### src/rtl/ray_aabb_packer_pkg.sv
// ray_aabb_pkg: shared operand width, word indices and assembled test-vector type
package ray_aabb_pkg;
  localparam int W = 24;
  localparam int NWORDS = 12;
  localparam logic [3:0] IDX_X0 = 4'd0;
  localparam logic [3:0] IDX_Y0 = 4'd1;
  localparam logic [3:0] IDX_Z0 = 4'd2;
  localparam logic [3:0] IDX_X1 = 4'd3;
  localparam logic [3:0] IDX_Y1 = 4'd4;
  localparam logic [3:0] IDX_Z1 = 4'd5;
  localparam logic [3:0] IDX_X2 = 4'd6;
  localparam logic [3:0] IDX_Y2 = 4'd7;
  localparam logic [3:0] IDX_Z2 = 4'd8;
  localparam logic [3:0] IDX_DIVX = 4'd9;
  localparam logic [3:0] IDX_DIVY = 4'd10;
  localparam logic [3:0] IDX_DIVZ = 4'd11;
  typedef struct packed {
    logic [W-1:0] x0, y0, z0, x1, y1, z1, x2, y2, z2, divx, divy, divz;
    logic x, y, z;
  } ray_aabb_vec_t;
endpackage

### src/rtl/ray_aabb_packer_if.sv
// ray_aabb_packer_if: word-serial input stream and parallel test-vector output bundle
//   master: drives in_valid/in_data/in_sof/in_dir and out_ready (stream source + vector sink)
//   slave:  the packer, drives in_ready, operands, direction bits, out_valid, out_tag, sync_err_cnt
interface ray_aabb_packer_if #(parameter int TAGW = 16);
  import ray_aabb_pkg::*;
  logic in_valid, in_ready, in_sof;
  logic [W-1:0] in_data;
  logic [2:0] in_dir;
  logic [W-1:0] x0, y0, z0, x1, y1, z1, x2, y2, z2, divx, divy, divz;
  logic x, y, z;
  logic out_valid, out_ready;
  logic [TAGW-1:0] out_tag;
  logic [7:0] sync_err_cnt;
  modport master (
    output in_valid, in_data, in_sof, in_dir, out_ready,
    input  in_ready, x0, y0, z0, x1, y1, z1, x2, y2, z2, divx, divy, divz,
    input  x, y, z, out_valid, out_tag, sync_err_cnt
  );
  modport slave (
    input  in_valid, in_data, in_sof, in_dir, out_ready,
    output in_ready, x0, y0, z0, x1, y1, z1, x2, y2, z2, divx, divy, divz,
    output x, y, z, out_valid, out_tag, sync_err_cnt
  );
endinterface

### src/rtl/ray_aabb_packer_out_reg.sv
// ray_aabb_out_reg: output vector register with valid/ready handshake and tag
//   load_i/vec_i/tag_i: new vector from the packer; out_ready_i: downstream accept
//   out_valid_o/vec_o/tag_o: presented vector, held stable while stalled
module ray_aabb_out_reg
  import ray_aabb_pkg::*;
#(
  parameter int TAGW = 16
) (
  input  logic            clk,
  input  logic            rst,
  input  logic            load_i,
  input  logic            out_ready_i,
  input  ray_aabb_vec_t   vec_i,
  input  logic [TAGW-1:0] tag_i,
  output logic            out_valid_o,
  output ray_aabb_vec_t   vec_o,
  output logic [TAGW-1:0] tag_o
);
  logic valid_q, valid_d;
  ray_aabb_vec_t vec_q, vec_d;
  logic [TAGW-1:0] tag_q, tag_d;
  always_comb begin
    valid_d = load_i | (valid_q & ~out_ready_i);
    vec_d = load_i ? vec_i : vec_q;
    tag_d = load_i ? tag_i : tag_q;
  end
  always_ff @(posedge clk or negedge rst) begin
    if (!rst) begin
      valid_q <= 1'b0;
      vec_q <= '0;
      tag_q <= '0;
    end else begin
      valid_q <= valid_d;
      vec_q <= vec_d;
      tag_q <= tag_d;
    end
  end
  assign out_valid_o = valid_q;
  assign vec_o = vec_q;
  assign tag_o = tag_q;
endmodule

### src/rtl/ray_aabb_packer.sv
// ray_aabb_packer: assembles 12-word operand groups into Ray_AABB test vectors
//   clk, rst (async, active-low); bus: ray_aabb_packer_if.slave carrying the
//   input stream, assembled vector with valid/ready/tag and the resync error count
module ray_aabb_packer
  import ray_aabb_pkg::*;
#(
  parameter int TAGW = 16
) (
  input logic clk,
  input logic rst,
  ray_aabb_packer_if.slave bus
);
  logic [3:0] idx_q, idx_d;
  logic [NWORDS-2:0][W-1:0] asm_q, asm_d;
  logic [TAGW-1:0] grp_q, grp_d;
  logic [7:0] err_q, err_d;
  logic last, acc, resync, load;
  ray_aabb_vec_t vec, vq;
  assign last = idx_q == IDX_DIVZ;
  // only the final word can stall: it needs the output register free
  assign bus.in_ready = rst & ~(last & bus.out_valid & ~bus.out_ready);
  assign acc = bus.in_valid & bus.in_ready;
  // sof mid-group restarts the group with this beat as word 0
  assign resync = acc & bus.in_sof & (idx_q != IDX_X0);
  assign load = acc & last & ~resync;
  always_comb begin
    idx_d = ~acc ? idx_q : resync ? 4'd1 : last ? IDX_X0 : idx_q + 4'd1;
    asm_d = asm_q;
    if (acc & ~load) asm_d[resync ? IDX_X0 : idx_q] = bus.in_data;
    grp_d = grp_q + TAGW'(load);
    err_d = err_q + {7'd0, resync & (err_q != 8'hff)};
    vec.x0 = asm_q[IDX_X0];
    vec.y0 = asm_q[IDX_Y0];
    vec.z0 = asm_q[IDX_Z0];
    vec.x1 = asm_q[IDX_X1];
    vec.y1 = asm_q[IDX_Y1];
    vec.z1 = asm_q[IDX_Z1];
    vec.x2 = asm_q[IDX_X2];
    vec.y2 = asm_q[IDX_Y2];
    vec.z2 = asm_q[IDX_Z2];
    vec.divx = asm_q[IDX_DIVX];
    vec.divy = asm_q[IDX_DIVY];
    vec.divz = bus.in_data;
    vec.x = bus.in_dir[2];
    vec.y = bus.in_dir[1];
    vec.z = bus.in_dir[0];
  end
  always_ff @(posedge clk or negedge rst) begin
    if (!rst) begin
      idx_q <= IDX_X0;
      asm_q <= '0;
      grp_q <= '0;
      err_q <= '0;
    end else begin
      idx_q <= idx_d;
      asm_q <= asm_d;
      grp_q <= grp_d;
      err_q <= err_d;
    end
  end
  ray_aabb_out_reg #(.TAGW(TAGW)) u_out (
    .clk(clk),
    .rst(rst),
    .load_i(load),
    .out_ready_i(bus.out_ready),
    .vec_i(vec),
    .tag_i(grp_q),
    .out_valid_o(bus.out_valid),
    .vec_o(vq),
    .tag_o(bus.out_tag)
  );
  assign bus.x0 = vq.x0;
  assign bus.y0 = vq.y0;
  assign bus.z0 = vq.z0;
  assign bus.x1 = vq.x1;
  assign bus.y1 = vq.y1;
  assign bus.z1 = vq.z1;
  assign bus.x2 = vq.x2;
  assign bus.y2 = vq.y2;
  assign bus.z2 = vq.z2;
  assign bus.divx = vq.divx;
  assign bus.divy = vq.divy;
  assign bus.divz = vq.divz;
  assign bus.x = vq.x;
  assign bus.y = vq.y;
  assign bus.z = vq.z;
  assign bus.sync_err_cnt = err_q;
endmodule

### src/flat_wrapper.sv
// flat-port wrapper written by rule: the top's interface ports become plain ports
module ray_aabb_packer_flat import ray_aabb_pkg::*;
#(
  parameter int TAGW = 16
)
  (clk, rst, bus_in_valid, bus_in_data, bus_in_sof, bus_in_dir, bus_out_ready, bus_in_ready, bus_x0, bus_y0, bus_z0, bus_x1, bus_y1, bus_z1, bus_x2, bus_y2, bus_z2, bus_divx, bus_divy, bus_divz, bus_x, bus_y, bus_z, bus_out_valid, bus_out_tag, bus_sync_err_cnt);
  ray_aabb_packer_if #(.TAGW(TAGW)) bus_i ();
  input logic clk;
  input logic rst;
  input wire logic [$bits(bus_i.in_valid)-1:0] bus_in_valid;
  input wire logic [$bits(bus_i.in_data)-1:0] bus_in_data;
  input wire logic [$bits(bus_i.in_sof)-1:0] bus_in_sof;
  input wire logic [$bits(bus_i.in_dir)-1:0] bus_in_dir;
  input wire logic [$bits(bus_i.out_ready)-1:0] bus_out_ready;
  output wire logic [$bits(bus_i.in_ready)-1:0] bus_in_ready;
  output wire logic [$bits(bus_i.x0)-1:0] bus_x0;
  output wire logic [$bits(bus_i.y0)-1:0] bus_y0;
  output wire logic [$bits(bus_i.z0)-1:0] bus_z0;
  output wire logic [$bits(bus_i.x1)-1:0] bus_x1;
  output wire logic [$bits(bus_i.y1)-1:0] bus_y1;
  output wire logic [$bits(bus_i.z1)-1:0] bus_z1;
  output wire logic [$bits(bus_i.x2)-1:0] bus_x2;
  output wire logic [$bits(bus_i.y2)-1:0] bus_y2;
  output wire logic [$bits(bus_i.z2)-1:0] bus_z2;
  output wire logic [$bits(bus_i.divx)-1:0] bus_divx;
  output wire logic [$bits(bus_i.divy)-1:0] bus_divy;
  output wire logic [$bits(bus_i.divz)-1:0] bus_divz;
  output wire logic [$bits(bus_i.x)-1:0] bus_x;
  output wire logic [$bits(bus_i.y)-1:0] bus_y;
  output wire logic [$bits(bus_i.z)-1:0] bus_z;
  output wire logic [$bits(bus_i.out_valid)-1:0] bus_out_valid;
  output wire logic [$bits(bus_i.out_tag)-1:0] bus_out_tag;
  output wire logic [$bits(bus_i.sync_err_cnt)-1:0] bus_sync_err_cnt;
  assign bus_i.in_valid = bus_in_valid;
  assign bus_i.in_data = bus_in_data;
  assign bus_i.in_sof = bus_in_sof;
  assign bus_i.in_dir = bus_in_dir;
  assign bus_i.out_ready = bus_out_ready;
  assign bus_in_ready = bus_i.in_ready;
  assign bus_x0 = bus_i.x0;
  assign bus_y0 = bus_i.y0;
  assign bus_z0 = bus_i.z0;
  assign bus_x1 = bus_i.x1;
  assign bus_y1 = bus_i.y1;
  assign bus_z1 = bus_i.z1;
  assign bus_x2 = bus_i.x2;
  assign bus_y2 = bus_i.y2;
  assign bus_z2 = bus_i.z2;
  assign bus_divx = bus_i.divx;
  assign bus_divy = bus_i.divy;
  assign bus_divz = bus_i.divz;
  assign bus_x = bus_i.x;
  assign bus_y = bus_i.y;
  assign bus_z = bus_i.z;
  assign bus_out_valid = bus_i.out_valid;
  assign bus_out_tag = bus_i.out_tag;
  assign bus_sync_err_cnt = bus_i.sync_err_cnt;
  ray_aabb_packer #(.TAGW(TAGW)) u_core (.clk(clk), .rst(rst), .bus(bus_i));
endmodule
### config.mk
export PLATFORM = sky130hd
export DESIGN_NAME = ray_aabb_packer_flat
export DESIGN_NICKNAME = d
export VERILOG_FILES = /design/src/rtl/ray_aabb_packer_pkg.sv /design/src/rtl/ray_aabb_packer_if.sv /design/src/rtl/ray_aabb_packer_out_reg.sv /design/src/rtl/ray_aabb_packer.sv /design/src/flat_wrapper.sv
export SDC_FILE = /design/constraint.sdc
export NUM_CORES = 1
export LEC_CHECK = 0
export ABC_CLOCK_PERIOD_IN_PS = 6800
export BUFFER_PORTS_ARGS = -buffer_cell sky130_fd_sc_hd__buf_2
export CAP_MARGIN = 40
export CORE_UTILIZATION = 61
export CTS_BUF_LIST = sky130_fd_sc_hd__clkbuf_4 sky130_fd_sc_hd__clkbuf_8
export DETAILED_ROUTE_END_ITERATION = 6
export PLACE_DENSITY_LB_ADDON = 0.2
export SYNTH_ARGS = -nofsm -noshare
export SYNTH_HDL_FRONTEND = slang
export SYNTH_SLANG_ARGS = --single-unit
### constraint.sdc
create_clock -name clk -period 6.8 [get_ports clk]
set_clock_uncertainty 0.05 [all_clocks]
set_input_delay 0.34 -clock clk [delete_from_list [all_inputs] [get_ports clk]]
set_output_delay 0.34 -clock clk [all_outputs]
set_load 0.02 [all_outputs]
[Word level (Yosys, flattened, before mapping)]
Index checks and enable logic that the tools add are counted.
Storage, ports and cells
  logic and storage cells: 62
  flip-flop bits (word level): 600
Operators by class
  eq/ne operators: 2
  reductions and logical operators: 2
  bitwise operators: 16
  magnitude comparators: 2
  muxes and demuxes: 6
  add/sub/neg operators: 3
Operators by type and width (count)
  264-bit bitwise mux: 1
  24-bit demux with 4-bit select: 1
  24-bit two-way mux: 1
  16-bit by 1-bit adder with 16-bit output: 1
  4-bit two-way mux: 3
  1-bit AND: 11
  8-bit by 1-bit adder with 8-bit output: 1
  8-bit != test (second input constant): 1
  4-bit by 5-bit < comparator with 1-bit output (second input constant): 1
  4-bit by 1-bit adder with 4-bit output (second input constant): 1
  4-bit equality test (second input constant): 1
  4-bit by 1-bit greater-or-equal comparator with 1-bit output (second input constant): 1
  1-bit NOT: 4
  4-bit nonzero test: 1
  1-bit logical AND: 1
  1-bit OR: 1

[Depth between registers and ports, before layout]
Gate-level depths: netlist of the first run.
  depth after elaboration: 14
  depth in mapped cells: 11

[Cells and area by module]
From an unflattened synthesis of the first run, not the netlist that was laid out.
Unflattened totals
  cell total of the unflattened synthesis: 1363
  area, all modules: 23571.4 µm²
By module, submodules not included
  ray_aabb_out_reg: area each 12241.7 µm², cells an instance 651, instances 1, sequential area each 7707.4 µm²
  ray_aabb_packer: area each 11329.6 µm², cells an instance 712, instances 1, sequential area each 7307.0 µm²

[Least setup slack after synthesis of the first run]
Ideal clock, no wire load.
  path type: reg-to-reg
  start point: register u_core.idx_q[2]
  end point: register u_core.grp_q[14]
  cell stages (with the launch flop): 12
  path slack: 4.268 ns
  period minus slack after synthesis: 2.532 ns
  data arrival time: 2.359 ns
  library setup time: 0.123 ns
  path through: dfrtp_1 buf_2 nand3b_1 nor4b_2 buf_2 buf_4 buf_4 ha_1 ha_1 and2_1 nand4_1 xnor2_1
On the way
  cells in the longest elaborated chain, start to end: 11
  elaborated cells on any way between the ends: 13
  those cells by class: add/sub: 1; eq/ne: 1; bitwise: 10; reduce/logical: 1
Ends and longest elaborated chain
  start: declaration: line ray_aabb_packer.sv:13  | logic [3:0] idx_q, idx_d;
  start signal: assignment: line ray_aabb_packer.sv:55  | idx_q <= idx_d;
  4-bit equality test: line ray_aabb_packer.sv:19  | assign last = idx_q == IDX_DIVZ;
  1-bit AND (2 in series): line ray_aabb_packer.sv:21  | assign bus.in_ready = rst & ~(last & bus.out_valid & ~bus.out_ready);
  1-bit NOT: line ray_aabb_packer.sv:21
  1-bit AND: line ray_aabb_packer.sv:21
  1-bit AND: line ray_aabb_packer.sv:22  | assign acc = bus.in_valid & bus.in_ready;
  1-bit AND (2 in series): line ray_aabb_packer.sv:24  | assign resync = acc & bus.in_sof & (idx_q != IDX_X0);
  1-bit NOT: line ray_aabb_packer.sv:25  | assign load = acc & last & ~resync;
  1-bit AND (*): line ray_aabb_packer.sv:25
  net u_core.load: line ray_aabb_packer.sv:17  | logic last, acc, resync, load;
  16-bit by 1-bit adder with 16-bit output (*): line ray_aabb_packer.sv:30  | grp_d = grp_q + TAGW'(load);
  net u_core.grp_d[14]: line ray_aabb_packer.sv:15  | logic [TAGW-1:0] grp_q, grp_d;
  end signal: assignment: line ray_aabb_packer.sv:57  | grp_q <= grp_d;
  end: declaration: line ray_aabb_packer.sv:15
The timed path passes the listed nets; every way through them passes the cells marked *.
A chain may end at the register's enable or synchronous reset.

[Worst setup path after layout of the first run]
  start point: input port rst
  end point: register u_core.grp_q[14]
On the way
  cells in the longest elaborated chain, start to end: 7
  elaborated cells on any way between the ends: 8
  those cells by class: add/sub: 1; bitwise: 7
Ends and longest elaborated chain
  start: declaration: line flat_wrapper.sv:9  | input logic rst;
  1-bit AND (*): line ray_aabb_packer.sv:21
  1-bit AND (*): line ray_aabb_packer.sv:22
  1-bit AND (2 in series): line ray_aabb_packer.sv:24
  1-bit NOT: line ray_aabb_packer.sv:25
  1-bit AND (*): line ray_aabb_packer.sv:25
  16-bit by 1-bit adder with 16-bit output (*): line ray_aabb_packer.sv:30
  net u_core.grp_d[14]: line ray_aabb_packer.sv:15
Marked as above.

==> impl_table.tex, run 1 <==
\begin{tabular}{lr}
\hline
Metric & Value \\
\hline
\multicolumn{2}{l}{\textbf{Setup path}} \\
Startpoint class of the critical path & input pin \\
Crit end category & flop \\
Data required time of the worst path & 7270 ps \\
Arrival time at the worst endpoint & 4310 ps \\
Category of the most critical setup path & in2reg \\
Max FO, Critical Path & 163 \\
\multicolumn{2}{l}{\textbf{Clock network}} \\
Clock latency at the later pin of the worst-skew pair & 640 ps \\
Cell at the root of the clock tree & sky130\_fd\_sc\_hd\_\_clkbuf\_8 \\
Cts-stage hold buffer count & 5 \\
Number of gates given a new drive strength after cts & 0 \\
CTS H-Tree Depth & 3 \\
Post-CTS setup buffer count & 0 \\
Clock transition at the registers of the reported paths & 60 ps \\
Maximum count of clock buffers along a single path & 3 \\
Number of sinks on the clock net & 600 \\
CTS tree & built \\
Number of buffers created by CTS & 93 \\
\multicolumn{2}{l}{\textbf{Pwr}} \\
Internal Pwr Total & 7230 uW \\
Switching power share of the total & 29.3\% \\
Reg power frac & 48.4\% \\
Pwr/cell area & 381 nW/um\^{}2 \\
Net switching power figure & 3000 uW \\
Comb pwr share & 21.7\% \\
Worst vdd ir & 266 uV \\
Static Leak & 0.0142 uW \\
Share of total power in the clock network & 29.9\% \\
\multicolumn{2}{l}{\textbf{STA}} \\
Final number of setup-violating endpoints & 0 \\
Worst Slack Setup Final & 2960 ps \\
Max\_slew headroom & 33.8\% \\
Slew of the pin with the lowest slew margin & 993 ps \\
Post-layout minimum cycle time & 3840 ps \\
Unrepaired setup endpoints after global routing & no \\
Timing-limited maximum frequency & 261 MHz \\
Number of endpoints with negative hold slack in the final report & 0 \\
Post-route fraction of the period consumed by the critical path & 56.4\% \\
Hold\_ws & 56.9 ps \\
Total negative slack & 0 ps \\
Final max-slew violation count & 0 \\
\multicolumn{2}{l}{\textbf{Finish}} \\
Number of fillers in the final layout & 2397 \\
Area occupied by multi-input gates & 7260 sq um \\
Fraction of final layout cells with drive strength greater than 1 & 61.3\% \\
Area used by sequential logic in the layout & 15000 sq um \\
Commonest non-fill, non-tap cell in the layout & sky130\_fd\_sc\_hd\_\_dfrtp\_1 \\
Ant. Diodes & 0 \\
Post-route cell area & 26900 sq um \\
Most frequent cells in the layout & 600 x sky130\_fd\_sc\_hd\_\_dfrtp\_1, 551 x sky130\_fd\_sc\_hd\_\_mux2\_2, 348 x sky130\_fd\_sc\_hd\_\_buf\_2 \\
Count of non-filler cells in the finished layout & 2273 \\
Area growth from synthesis to layout & 18.4\% \\
Total number of nets in the final design & 1780 \\
\multicolumn{2}{l}{\textbf{Synthesis}} \\
Count of mapped cells out of synthesis & 1360 \\
Number of flip-flops and latches in the synthesized netlist & 600 \\
Post-Syn Nets & 1399 \\
Per-instance average area after synthesis & 16.7 sq um \\
Number of synthesized flops with an enable pin & 0 \\
Asr flop ratio synth & 100\% \\
Post-synth top flop & sky130\_fd\_sc\_hd\_\_dfrtp\_1 \\
Synth Cell Area & 22700 sq um \\
Yosys warns & 0 \\
Number of distinct library cell variants in the gate-level netlist after synthesis & 34 \\
Portion of the post-synthesis area used by sequential elements & 66.2\% \\
\multicolumn{2}{l}{\textbf{Die}} \\
Vertical die dimension & 195 um \\
Number of standard-cell rows in the floorplan & 70 \\
Core outline area & 36600 sq um \\
Die extent in x & 195 um \\
Starting utilization of the core area & 61.9\% \\
Top-Level Pins & 349 \\
Die footprint & 37900 sq um \\
\multicolumn{2}{l}{\textbf{Route}} \\
First-pass DRT Iterations & 4 \\
Total Wirelength & 48900 um \\
Residual antenna-violating net count after detailed routing & 0 \\
Vias per cell & 5.54 \\
DR iter-0 viols & 522 \\
Detailed-route via count & 12600 \\
Final routed wire length divided by cell count & 21.5 um \\
Drt drc & 0 \\
\multicolumn{2}{l}{\textbf{GRT}} \\
Global-route congestion overflow total & 0 \\
Initial antenna violation count & 0 \\
Maximum number of pins on one net before global-route repair & 189 \\
Via count of the first global-routing pass & 13300 \\
GR Util All Layers & 26.6\% \\
Wire length of the first global-routing pass & 76800 um \\
\multicolumn{2}{l}{\textbf{Placement}} \\
Pre-CTS setup slack & 2860 ps \\
Number of placed instances with taps included & 2109 \\
Gp weighted congestion & 0.790 \\
DP Area & 24900 sq um \\
Post-DP HPWL & 31400 um \\
Buffers added on ports & 348 \\
\multicolumn{2}{l}{\textbf{Outcome}} \\
Outcome & finished clean \\
\multicolumn{2}{l}{\textbf{Flow run}} \\
Max cap viols & 0 \\
\multicolumn{2}{l}{\textbf{Min path}} \\
Type of the most critical hold path & in2reg \\
\hline
\end{tabular}
-- area by class of cell --
class                           count  share of cell area (%)
Sequential cell                   600                    55.9
Multi-Input combinational cell    672                    27.1
Timing Repair Buffer              371                    7.61
Clock buffer                      149                    6.87
Tap cell                          468                    2.18
Clock inverter                     10                   0.322
Inverter                            3                  0.0419
-- sequential cells by signal, summed over array words and instances, names as in the netlist --
signal	flops
u_core.grp_q	16
u_core.u_out.out_valid_o	1
u_core.bus.sync_err_cnt	8
u_core.u_out.vec_o	291
u_core.asm_q	264
u_core.idx_q	4
u_core.u_out.tag_o	16
-- cells by family after synthesis --
logic type / Yosys count / share of synthesized area, %
and+or+nand+nor: 60 / 1.51
AOI/OAI and AO/OA: 14 / 0.480
buffers and inverters: 88 / 1.93
DFF: 600 / 66.2
muxes: 571 / 28.7
adders and majority gates: 7 / 0.386
xor gates and xnor gates: 20 / 0.773
-- worst max-delay path, stage by stage --
cell and delay [ps]:
sky130_fd_sc_hd__dlygate4sd3_1 560, sky130_fd_sc_hd__buf_8 620, sky130_fd_sc_hd__nand2_1 450, sky130_fd_sc_hd__nor4b_4 460, sky130_fd_sc_hd__buf_12 680, sky130_fd_sc_hd__ha_1 370, sky130_fd_sc_hd__ha_1 190, sky130_fd_sc_hd__and2_1 190
sky130_fd_sc_hd__nand4_1 120, sky130_fd_sc_hd__xnor2_1 140
-- stage by stage --
step / utilization [%] / power (uW)
after floorplan: - / 6350
after CTS: 73.3 / 10300
after detailed placement: 67.9 / 7240
after global placement: 67.6 / 7110
final: 73.3 / 10200
after global routing: 73.3 / 10700
-- power groups by stage --
| stage | Clock, uW | Combinational [uW] | Sequential [uW] |
|---|---|---|---|
| after floorplan | 0 | 930 | 5420 |
| after global placement | 0 | 2160 | 4940 |
| after detailed placement | 0 | 2240 | 5000 |
| after CTS | 3140 | 2250 | 4950 |
| after global routing | 3290 | 2370 | 5060 |
| final | 3060 | 2220 | 4950 |
-- cell usage after synthesis, types with 3 or more instances --
library cell	number	area share (%)
sky130_fd_sc_hd__mux2_2	551	27
sky130_fd_sc_hd__mux2_4	20	1.3
sky130_fd_sc_hd__buf_4	14	0.46
sky130_fd_sc_hd__and3_1	5	0.14
sky130_fd_sc_hd__xor2_1	3	0.12
sky130_fd_sc_hd__o21ai_0	4	0.088
sky130_fd_sc_hd__ha_1	7	0.39
sky130_fd_sc_hd__and2_1	5	0.14
sky130_fd_sc_hd__and4_1	3	0.12
sky130_fd_sc_hd__xnor2_1	17	0.66
sky130_fd_sc_hd__clkbuf_1	37	0.61
sky130_fd_sc_hd__nand4_1	4	0.11
sky130_fd_sc_hd__inv_1	3	0.050
sky130_fd_sc_hd__nand2_1	14	0.23
sky130_fd_sc_hd__buf_2	32	0.71
sky130_fd_sc_hd__nand3_1	12	0.26
sky130_fd_sc_hd__dfrtp_1	600	66
sky130_fd_sc_hd__nor2_1	5	0.083
sky130_fd_sc_hd__nand2b_1	4	0.11
-- final timing paths --
kind,from,end,slack (ps),cells after the start
worst min-delay path,bus_out_ready,u_core.u_out.out_valid_o,60,3
min in group asynchronous,rst,u_core.u_out.vec_o[0],320,2
worst max-delay path,rst,u_core.grp_q[14],2960,10
worst max register to register,u_core.idx_q[0],u_core.grp_q[14],3250,9
worst min register to register,u_core.grp_q[15],u_core.grp_q[15],430,1
max in group asynchronous,rst,u_core.u_out.vec_o[275],3310,6
-- routing by layer --
metal / wire length, um / up-vias / GRT usage, %
met1: 20700 / 6632 / 35.4
met2: 23600 / 328 / 41.9
met4: 974 / 0 / 8.37
li1: - / 5571 / -
met3: 3700 / 66 / 8.40
met5: 0 / - / 0
Note: power is estimated with default switching activity, not from simulation.
==> run 2: changes to the inputs <==
--- a/config.mk
+++ b/config.mk
@@ -5,10 +5,11 @@
 export SDC_FILE = /design/constraint.sdc
 export NUM_CORES = 1
 export LEC_CHECK = 0
-export ABC_CLOCK_PERIOD_IN_PS = 6800
+export ABC_AREA = 1
+export ABC_CLOCK_PERIOD_IN_PS = 3600
 export BUFFER_PORTS_ARGS = -buffer_cell sky130_fd_sc_hd__buf_2
 export CAP_MARGIN = 40
-export CORE_UTILIZATION = 61
+export CORE_UTILIZATION = 59
 export CTS_BUF_LIST = sky130_fd_sc_hd__clkbuf_4 sky130_fd_sc_hd__clkbuf_8
 export DETAILED_ROUTE_END_ITERATION = 6
 export PLACE_DENSITY_LB_ADDON = 0.2
==> constraint.sdc (replaced) <==
create_clock -name clk -period 3.6 [get_ports clk]
set_clock_uncertainty 0.05 [all_clocks]
set_input_delay 0.18 -clock clk [delete_from_list [all_inputs] [get_ports clk]]
set_output_delay 0.18 -clock clk [all_outputs]
set_load 0.02 [all_outputs]
==> impl_table.tex, run 2 <==
\begin{tabular}{lr}
\hline
Metric & Value \\
\hline
\multicolumn{2}{l}{\textbf{Finish}} \\
Most frequent cells in the layout & 954 x sky130\_fd\_sc\_hd\_\_nand2\_1, 600 x sky130\_fd\_sc\_hd\_\_dfrtp\_1, 347 x sky130\_fd\_sc\_hd\_\_buf\_2 (was 600 x sky130\_fd\_sc\_hd\_\_dfrtp\_1, 551 x sky130\_fd\_sc\_hd\_\_mux2\_2, 348 x sky130\_fd\_sc\_hd\_\_buf\_2) \\
Largest register FFs & 291 (unchanged) \\
Area occupied by multi-input gates & 6950 sq um (was 7260 sq um) \\
Fraction of final layout cells with drive strength greater than 1 & 20.2\% (was 61.3\%) \\
Number of fillers in the final layout & 3047 (was 2397) \\
Area used by sequential logic in the layout & 15000 sq um (unchanged) \\
Total number of nets in the final design & 2855 (was 1780) \\
Commonest non-fill, non-tap cell in the layout & sky130\_fd\_sc\_hd\_\_nand2\_1 (was sky130\_fd\_sc\_hd\_\_dfrtp\_1) \\
Post-route cell area & 27600 sq um (was 26900 sq um) \\
Area growth from synthesis to layout & 16.5\% (was 18.4\%) \\
\multicolumn{2}{l}{\textbf{Route}} \\
Total Wirelength & 63300 um (was 48900 um) \\
First-pass DRT Iterations & 6 (was 4) \\
Residual antenna-violating net count after detailed routing & 0 (unchanged) \\
Final routed wire length divided by cell count & 18.7 um (was 21.5 um) \\
DR iter-0 viols & 1563 (was 522) \\
Drt drc & 0 (unchanged) \\
Vias per cell & 5.31 (was 5.54) \\
Detailed-route via count & 18000 (was 12600) \\
\multicolumn{2}{l}{\textbf{Synthesis}} \\
Number of distinct library cell variants in the gate-level netlist after synthesis & 40 (was 34) \\
Post-Syn Nets & 2521 (was 1399) \\
Count of mapped cells out of synthesis & 2482 (was 1360) \\
Yosys warns & 0 (unchanged) \\
Synth Cell Area & 23700 sq um (was 22700 sq um) \\
Most common cell in the netlist & sky130\_fd\_sc\_hd\_\_nand2\_1 (was sky130\_fd\_sc\_hd\_\_dfrtp\_1) \\
Post-synth top flop & sky130\_fd\_sc\_hd\_\_dfrtp\_1 (unchanged) \\
Asr flop ratio synth & 100\% (unchanged) \\
Cell taking the most area after synthesis & sky130\_fd\_sc\_hd\_\_dfrtp\_1 (unchanged) \\
Area share of the largest cell type after synthesis & 63.5\% (was 66.2\%) \\
Portion of the post-synthesis area used by sequential elements & 63.5\% (was 66.2\%) \\
Number of synthesized flops with an enable pin & 0 (unchanged) \\
Commonest cells in the synthesized netlist & 955 x sky130\_fd\_sc\_hd\_\_nand2\_1, 600 x sky130\_fd\_sc\_hd\_\_dfrtp\_1, 210 x sky130\_fd\_sc\_hd\_\_o21ai\_0 (was 600 x sky130\_fd\_sc\_hd\_\_dfrtp\_1, 551 x sky130\_fd\_sc\_hd\_\_mux2\_2, 37 x sky130\_fd\_sc\_hd\_\_clkbuf\_1) \\
Number of flip-flops and latches in the synthesized netlist & 600 (unchanged) \\
Per-instance average area after synthesis & 9.53 sq um (was 16.7 sq um) \\
Top area cells in the synthesized netlist & sky130\_fd\_sc\_hd\_\_dfrtp\_1 63\%, sky130\_fd\_sc\_hd\_\_nand2\_1 15\%, sky130\_fd\_sc\_hd\_\_o21ai\_0 4.4\% (was sky130\_fd\_sc\_hd\_\_dfrtp\_1 66\%, sky130\_fd\_sc\_hd\_\_mux2\_2 27\%, sky130\_fd\_sc\_hd\_\_mux2\_4 1.3\%) \\
\multicolumn{2}{l}{\textbf{Clock network}} \\
Number of buffers created by CTS & 93 (unchanged) \\
Cell at the root of the clock tree & sky130\_fd\_sc\_hd\_\_clkbuf\_8 (unchanged) \\
Maximum count of clock buffers along a single path & 3 (unchanged) \\
CTS tree & built (unchanged) \\
Clock transition at the registers of the reported paths & 60 ps (about the same) \\
Number of sinks on the clock net & 600 (unchanged) \\
CTS H-Tree Depth & 3 (unchanged) \\
Clock latency at the later pin of the worst-skew pair & 670 ps (was 640 ps) \\
\multicolumn{2}{l}{\textbf{Setup path}} \\
Max FO, Critical Path & 14 (was 163) \\
Category of the most critical setup path & reg2reg (was in2reg) \\
Crit end category & flop (unchanged) \\
Data required time of the worst path & 4080 ps (was 7270 ps) \\
Arrival time at the worst endpoint & 3590 ps (was 4310 ps) \\
Startpoint class of the critical path & flop (was input pin) \\
\multicolumn{2}{l}{\textbf{Placement}} \\
Gp weighted congestion & 0.897 (was 0.790) \\
Buffers added on ports & 348 (unchanged) \\
Pre-CTS setup slack & 513 ps (was 2860 ps) \\
DP Area & 25400 sq um (was 24900 sq um) \\
Post-DP HPWL & 38400 um (was 31400 um) \\
\multicolumn{2}{l}{\textbf{Die}} \\
Core outline area & 39100 sq um (was 36600 sq um) \\
Top-Level Pins & 349 (unchanged) \\
Die footprint & 40900 sq um (was 37900 sq um) \\
Die extent in x & 202 um (was 195 um) \\
Vertical die dimension & 202 um (was 195 um) \\
Starting utilization of the core area & 60.5\% (was 61.9\%) \\
Number of standard-cell rows in the floorplan & 72 (was 70) \\
\multicolumn{2}{l}{\textbf{STA}} \\
Slew of the pin with the lowest slew margin & 958 ps (was 993 ps) \\
Final number of setup-violating endpoints & 0 (unchanged) \\
Total negative slack & 0 ps (unchanged) \\
Worst Slack Setup Final & 493 ps (was 2960 ps) \\
Number of endpoints with negative hold slack in the final report & 0 (unchanged) \\
Timing-limited maximum frequency & 322 MHz \\
Post-layout minimum cycle time & 3110 ps \\
Final max-slew violation count & 0 (unchanged) \\
Max\_slew headroom & 36.1\% (was 33.8\%) \\
Post-route fraction of the period consumed by the critical path & 86.3\% \\
Unrepaired setup endpoints after global routing & no (unchanged) \\
\multicolumn{2}{l}{\textbf{GRT}} \\
GR Util All Layers & 32.1\% (was 26.6\%) \\
Via count of the first global-routing pass & 17800 (was 13300) \\
Initial antenna violation count & 2 (was 0) \\
Wire length of the first global-routing pass & 100000 um (was 76800 um) \\
Maximum number of pins on one net before global-route repair & 230 (was 189) \\
Global-route congestion overflow total & 0 (unchanged) \\
\multicolumn{2}{l}{\textbf{Outcome}} \\
Outcome & finished clean (unchanged) \\
\multicolumn{2}{l}{\textbf{Pwr}} \\
Pwr/cell area & 784 nW/um\^{}2 (was 381 nW/um\^{}2) \\
Worst vdd ir & 493 uV (was 266 uV) \\
Static Leak & 0.0153 uW (was 0.0142 uW) \\
\multicolumn{2}{l}{\textbf{Flow run}} \\
Max cap viols & 0 (unchanged) \\
\multicolumn{2}{l}{\textbf{Min path}} \\
Type of the most critical hold path & in2reg (unchanged) \\
\hline
\end{tabular}
-- run 2: cell types whose count changed after synthesis, sizes merged, moves of 5 or more --
cell,previous run,this run
nand2,14,968
mux2,571,0
o21ai,5,304
inv,3,195
nand3,12,137
buf,48,146
o21bai,0,48
clkbuf,37,18
nor2,5,19
xnor2,17,4
xor2,3,13
and2,5,0
-- run 2: critical path: stages, from the launching register on --
cell and delay (ps):
sky130_fd_sc_hd__dfrtp_1 590, sky130_fd_sc_hd__inv_1 230, sky130_fd_sc_hd__ha_1 280, sky130_fd_sc_hd__a21boi_4 220, sky130_fd_sc_hd__nand3_4 260, sky130_fd_sc_hd__a31oi_1 520, sky130_fd_sc_hd__ha_1 280, sky130_fd_sc_hd__nand3_1 120
sky130_fd_sc_hd__nor2_1 180, sky130_fd_sc_hd__nand3_1 110, sky130_fd_sc_hd__xnor2_1 140
-- run 2: routing by layer --
metal  up-vias  track usage (%)  routed length (um)
li1       8425                -                   -
met1      8699             42.1               25200
met2       691             49.8               29800
met3       185             9.11                5470
met4         0             15.2                2860
met5         -                0                   0
-- run 2: cell type report --
type	instances	share of cell area, %
clock buffers	138	6.33
repair buffers	403	8.58
flip-flops and latches	600	54.5
multi-input cells	1523	25.2
diodes	4	0.0363
clock inverters	12	0.313
inverters	195	2.67
well taps	518	2.35
-- run 2: per-stage QoR --
step	hold WS, ps	power, uW	cells	utilization [%]
after floorplan	-166	13800	2482	-
after global placement	-48.3	15700	3205	64.8
after detailed placement	-46.5	16000	3208	65.0
after CTS	27.8	21700	3389	70.4
after global routing	71.4	22900	3390	70.4
final	88.4	21600	3393	70.5
-- run 2: final timing paths --
| path | start | to | slack [ps] | cells past startpoint |
|---|---|---|---|---|
| min in group asynchronous | rst | u_core.u_out.vec_o[2] | 330 | 3 |
| max | u_core.idx_q[1] | u_core.bus.sync_err_cnt[7] | 490 | 10 |
| min | bus_in_sof | u_core.idx_q[3] | 90 | 5 |
| max reg2reg | u_core.idx_q[1] | u_core.bus.sync_err_cnt[7] | 490 | 10 |
| min reg2reg | u_core.asm_q[207] | u_core.u_out.vec_o[90] | 410 | 2 |
| max in group asynchronous | rst | u_core.asm_q[132] | 1760 | 4 |
-- run 2: cells by family after synthesis --
kind of cell,Yosys count,synth area share [%]
flops,600,63.5
xor+xnor,17,0.630
fa+ha+maj,7,0.370
buf+inv,359,7.28
compound gates,362,8.64
simple gates,1137,19.6
-- run 2: repair_timing --
action	CTS	global route
endpoints found under the hold margin	379	0
setup endpoints to repair	0	0
hold buffers	31	0
setup buffers	0	0
gates resized for setup	0	0
-- run 2: power breakdown --
group          internal (uW)  total (uW)  leakage (uW)  switching, uW
Combinational           1920        5860       0.00682           3940
Sequential              8940       10100       0.00753           1170
Clock                   3080        5620      0.000972           2550
==> run 3: changes to the inputs <==
--- a/config.mk
+++ b/config.mk
@@ -6,10 +6,12 @@
 export NUM_CORES = 1
 export LEC_CHECK = 0
 export ABC_AREA = 1
-export ABC_CLOCK_PERIOD_IN_PS = 3600
+export ABC_CLOCK_PERIOD_IN_PS = 3100
 export BUFFER_PORTS_ARGS = -buffer_cell sky130_fd_sc_hd__buf_2
 export CAP_MARGIN = 40
-export CORE_UTILIZATION = 59
+export CELL_PAD_IN_SITES_DETAIL_PLACEMENT = 0
+export CELL_PAD_IN_SITES_GLOBAL_PLACEMENT = 1
+export CORE_UTILIZATION = 45
 export CTS_BUF_LIST = sky130_fd_sc_hd__clkbuf_4 sky130_fd_sc_hd__clkbuf_8
 export DETAILED_ROUTE_END_ITERATION = 6
 export PLACE_DENSITY_LB_ADDON = 0.2
==> constraint.sdc (replaced) <==
create_clock -name clk -period 3.1 [get_ports clk]
set_clock_uncertainty 0.05 [all_clocks]
set_input_delay 0.155 -clock clk [delete_from_list [all_inputs] [get_ports clk]]
set_output_delay 0.155 -clock clk [all_outputs]
set_load 0.02 [all_outputs]
==> impl_table.tex, run 3 (synthesis gave the netlist of run 2 again) <==
\begin{tabular}{lr}
\hline
Metric & Value \\
\hline
\multicolumn{2}{l}{\textbf{Outcome}} \\
Outcome & finished clean (unchanged) \\
\multicolumn{2}{l}{\textbf{STA}} \\
Total negative slack & 0 ps (unchanged) \\
Number of endpoints with negative hold slack in the final report & 0 (unchanged) \\
Post-route fraction of the period consumed by the critical path & 92.1\% (was 86.3\%) \\
Post-layout minimum cycle time & 2850 ps (was 3110 ps) \\
Unrepaired setup endpoints after global routing & no (unchanged) \\
Hold\_ws & 150 ps (was 88.4 ps) \\
Max\_slew headroom & 28.4\% (was 36.1\%) \\
Final number of setup-violating endpoints & 0 (unchanged) \\
Timing-limited maximum frequency & 350 MHz (was 322 MHz) \\
Final max-slew violation count & 0 (unchanged) \\
Slew of the pin with the lowest slew margin & 1070 ps (was 958 ps) \\
\multicolumn{2}{l}{\textbf{Clock network}} \\
Cell at the root of the clock tree & sky130\_fd\_sc\_hd\_\_clkbuf\_8 (unchanged) \\
Maximum count of clock buffers along a single path & 3 (unchanged) \\
CTS tree & built (unchanged) \\
Number of buffers created by CTS & 100 (was 93) \\
Number of sinks on the clock net & 600 (unchanged) \\
Clock latency at the later pin of the worst-skew pair & 690 ps (was 670 ps) \\
CTS H-Tree Depth & 3 (unchanged) \\
Clock transition at the registers of the reported paths & 60 ps (about the same) \\
\multicolumn{2}{l}{\textbf{Pwr}} \\
Pwr/cell area & 924 nW/um\^{}2 (was 784 nW/um\^{}2) \\
Reg power frac & 44.9\% (was 46.8\%) \\
Net switching power figure & 9100 uW (was 7660 uW) \\
Worst vdd ir & 512 uV (was 493 uV) \\
Comb pwr share & 26.1\% (was 27.1\%) \\
Share of total power in the clock network & 29.0\% (was 26.0\%) \\
Static Leak & 0.0156 uW (was 0.0153 uW) \\
Switching power share of the total & 34.9\% (was 35.5\%) \\
Internal Pwr Total & 17000 uW (was 13900 uW) \\
\multicolumn{2}{l}{\textbf{Die}} \\
Number of standard-cell rows in the floorplan & 83 (was 72) \\
Core outline area & 51600 sq um (was 39100 sq um) \\
Die footprint & 53500 sq um (was 40900 sq um) \\
Starting utilization of the core area & 45.8\% (was 60.5\%) \\
Top-Level Pins & 349 (unchanged) \\
Die extent in x & 231 um (was 202 um) \\
Vertical die dimension & 231 um (was 202 um) \\
\multicolumn{2}{l}{\textbf{Finish}} \\
Post-route cell area & 28200 sq um (was 27600 sq um) \\
Ant. Diodes & 0 (was 4) \\
Fraction of final layout cells with drive strength greater than 1 & 21.3\% (was 20.2\%) \\
Count of non-filler cells in the finished layout & 3589 (was 3393) \\
Area growth from synthesis to layout & 19.4\% (was 16.5\%) \\
Total number of nets in the final design & 2867 (was 2855) \\
Commonest non-fill, non-tap cell in the layout & sky130\_fd\_sc\_hd\_\_nand2\_1 (unchanged) \\
Largest register FFs & 291 (unchanged) \\
Most frequent cells in the layout & 953 x sky130\_fd\_sc\_hd\_\_nand2\_1, 600 x sky130\_fd\_sc\_hd\_\_dfrtp\_1, 347 x sky130\_fd\_sc\_hd\_\_buf\_2 (was 954 x sky130\_fd\_sc\_hd\_\_nand2\_1, 600 x sky130\_fd\_sc\_hd\_\_dfrtp\_1, 347 x sky130\_fd\_sc\_hd\_\_buf\_2) \\
\multicolumn{2}{l}{\textbf{Placement}} \\
Post-DP HPWL & 40600 um (was 38400 um) \\
Number of placed instances with taps included & 3374 (was 3208) \\
Buffers added on ports & 348 (unchanged) \\
DP Area & 25700 sq um (was 25400 sq um) \\
Gp weighted congestion & 0.802 (was 0.897) \\
\multicolumn{2}{l}{\textbf{Setup path}} \\
Startpoint class of the critical path & flop (unchanged) \\
Category of the most critical setup path & reg2reg (unchanged) \\
Data required time of the worst path & 3640 ps (was 4080 ps) \\
Max FO, Critical Path & 6 (was 14) \\
Arrival time at the worst endpoint & 3400 ps (was 3590 ps) \\
Crit end category & flop (unchanged) \\
\multicolumn{2}{l}{\textbf{GRT}} \\
GR Util All Layers & 25.8\% (was 32.1\%) \\
Global-route congestion overflow total & 0 (unchanged) \\
Wire length of the first global-routing pass & 104000 um (was 100000 um) \\
Initial antenna violation count & 7 (was 2) \\
Via count of the first global-routing pass & 17200 (was 17800) \\
Maximum number of pins on one net before global-route repair & 183 (was 230) \\
\multicolumn{2}{l}{\textbf{Min path}} \\
Type of the most critical hold path & in2reg (unchanged) \\
\multicolumn{2}{l}{\textbf{Route}} \\
Total Wirelength & 68300 um (was 63300 um) \\
Vias per cell & 4.92 (was 5.31) \\
Final routed wire length divided by cell count & 19.0 um (was 18.7 um) \\
DR iter-0 viols & 1597 (was 1563) \\
Detailed-route via count & 17600 (was 18000) \\
Drt drc & 0 (unchanged) \\
First-pass DRT Iterations & 5 (was 6) \\
Residual antenna-violating net count after detailed routing & 0 (unchanged) \\
\multicolumn{2}{l}{\textbf{Flow run}} \\
Max cap viols & 0 (unchanged) \\
\hline
\end{tabular}
[run 3: final timing paths]
check                            startpoint  cells past startpoint  slack [ps]                       to
setup / recovery            u_core.idx_q[0]                     15         250         u_core.grp_q[12]
hold / removal                bus_in_dir[2]                      4         150    u_core.u_out.vec_o[2]
setup reg to reg            u_core.idx_q[0]                     15         250         u_core.grp_q[12]
hold reg to reg            u_core.asm_q[61]                      2         410  u_core.u_out.vec_o[232]
max in group asynchronous               rst                      4        1250        u_core.asm_q[149]
min in group asynchronous               rst                      3         250         u_core.asm_q[50]
[run 3: layout make-up]
cell class | instances | area (sq um)
clock buffers | 173 | 2170
clock inverters | 10 | 66.3
fillers | 4713 | 23400
inverters | 195 | 734
multi-input cells | 1523 | 6960
flip-flops and latches | 600 | 15000
well taps | 680 | 851
repair buffers | 408 | 2440
[run 3: what timing repair did]
| action | CTS | global route |
|---|---|---|
| hold endpoints to repair | 335 | 0 |
| gates resized for setup | 0 | 4 |
| buffers inserted | 0 | 0 |
| endpoints found under the setup margin | 0 | 27 |
| hold buffers | 32 | 0 |
[run 3: power by group through the flow]
stage / logic, uW / clock network [uW] / registers (uW)
5_1_grt: 7580 / 8080 / 12000
3_3_place_gp: 6670 / 0 / 11800
2_1_floorplan: 3150 / 0 / 12800
6_report: 6800 / 7580 / 11700
3_5_place_dp: 6820 / 0 / 11800
4_1_cts: 6880 / 7740 / 11700
[run 3: through the flow]
stage | util (%) | total power [uW] | worst slack [ps]
2_1_floorplan | - | 16000 | 129
3_3_place_gp | 49.7 | 18400 | 256
3_5_place_dp | 49.7 | 18600 | 93.2
4_1_cts | 54.7 | 26300 | 82.3
5_1_grt | 54.7 | 27600 | 29.3
6_report | 54.7 | 26100 | 245
[run 3: metal layers]
metal	wire length [um]	GRT usage, %	part of all wire [%]
met4	1730	9.15	2.5
met3	4570	5.97	6.7
met1	29100	34.1	43
met5	0	0	0
met2	32900	41.6	48
[run 3: critical path, stage by stage (launching register included)]
cell                      delay (ps)
sky130_fd_sc_hd__dfrtp_1         480
sky130_fd_sc_hd__ha_1            300
sky130_fd_sc_hd__nand3_4         130
sky130_fd_sc_hd__nor2_4           40
sky130_fd_sc_hd__nor2_4          120
sky130_fd_sc_hd__nand2_1         140
sky130_fd_sc_hd__inv_2           120
sky130_fd_sc_hd__nand2_4          60
sky130_fd_sc_hd__inv_4            60
sky130_fd_sc_hd__ha_1            190
sky130_fd_sc_hd__ha_1            160
sky130_fd_sc_hd__nand3_1         110
sky130_fd_sc_hd__nor2_1          270
sky130_fd_sc_hd__nand2_1         160
sky130_fd_sc_hd__nor4_2          180
sky130_fd_sc_hd__xor2_1          170
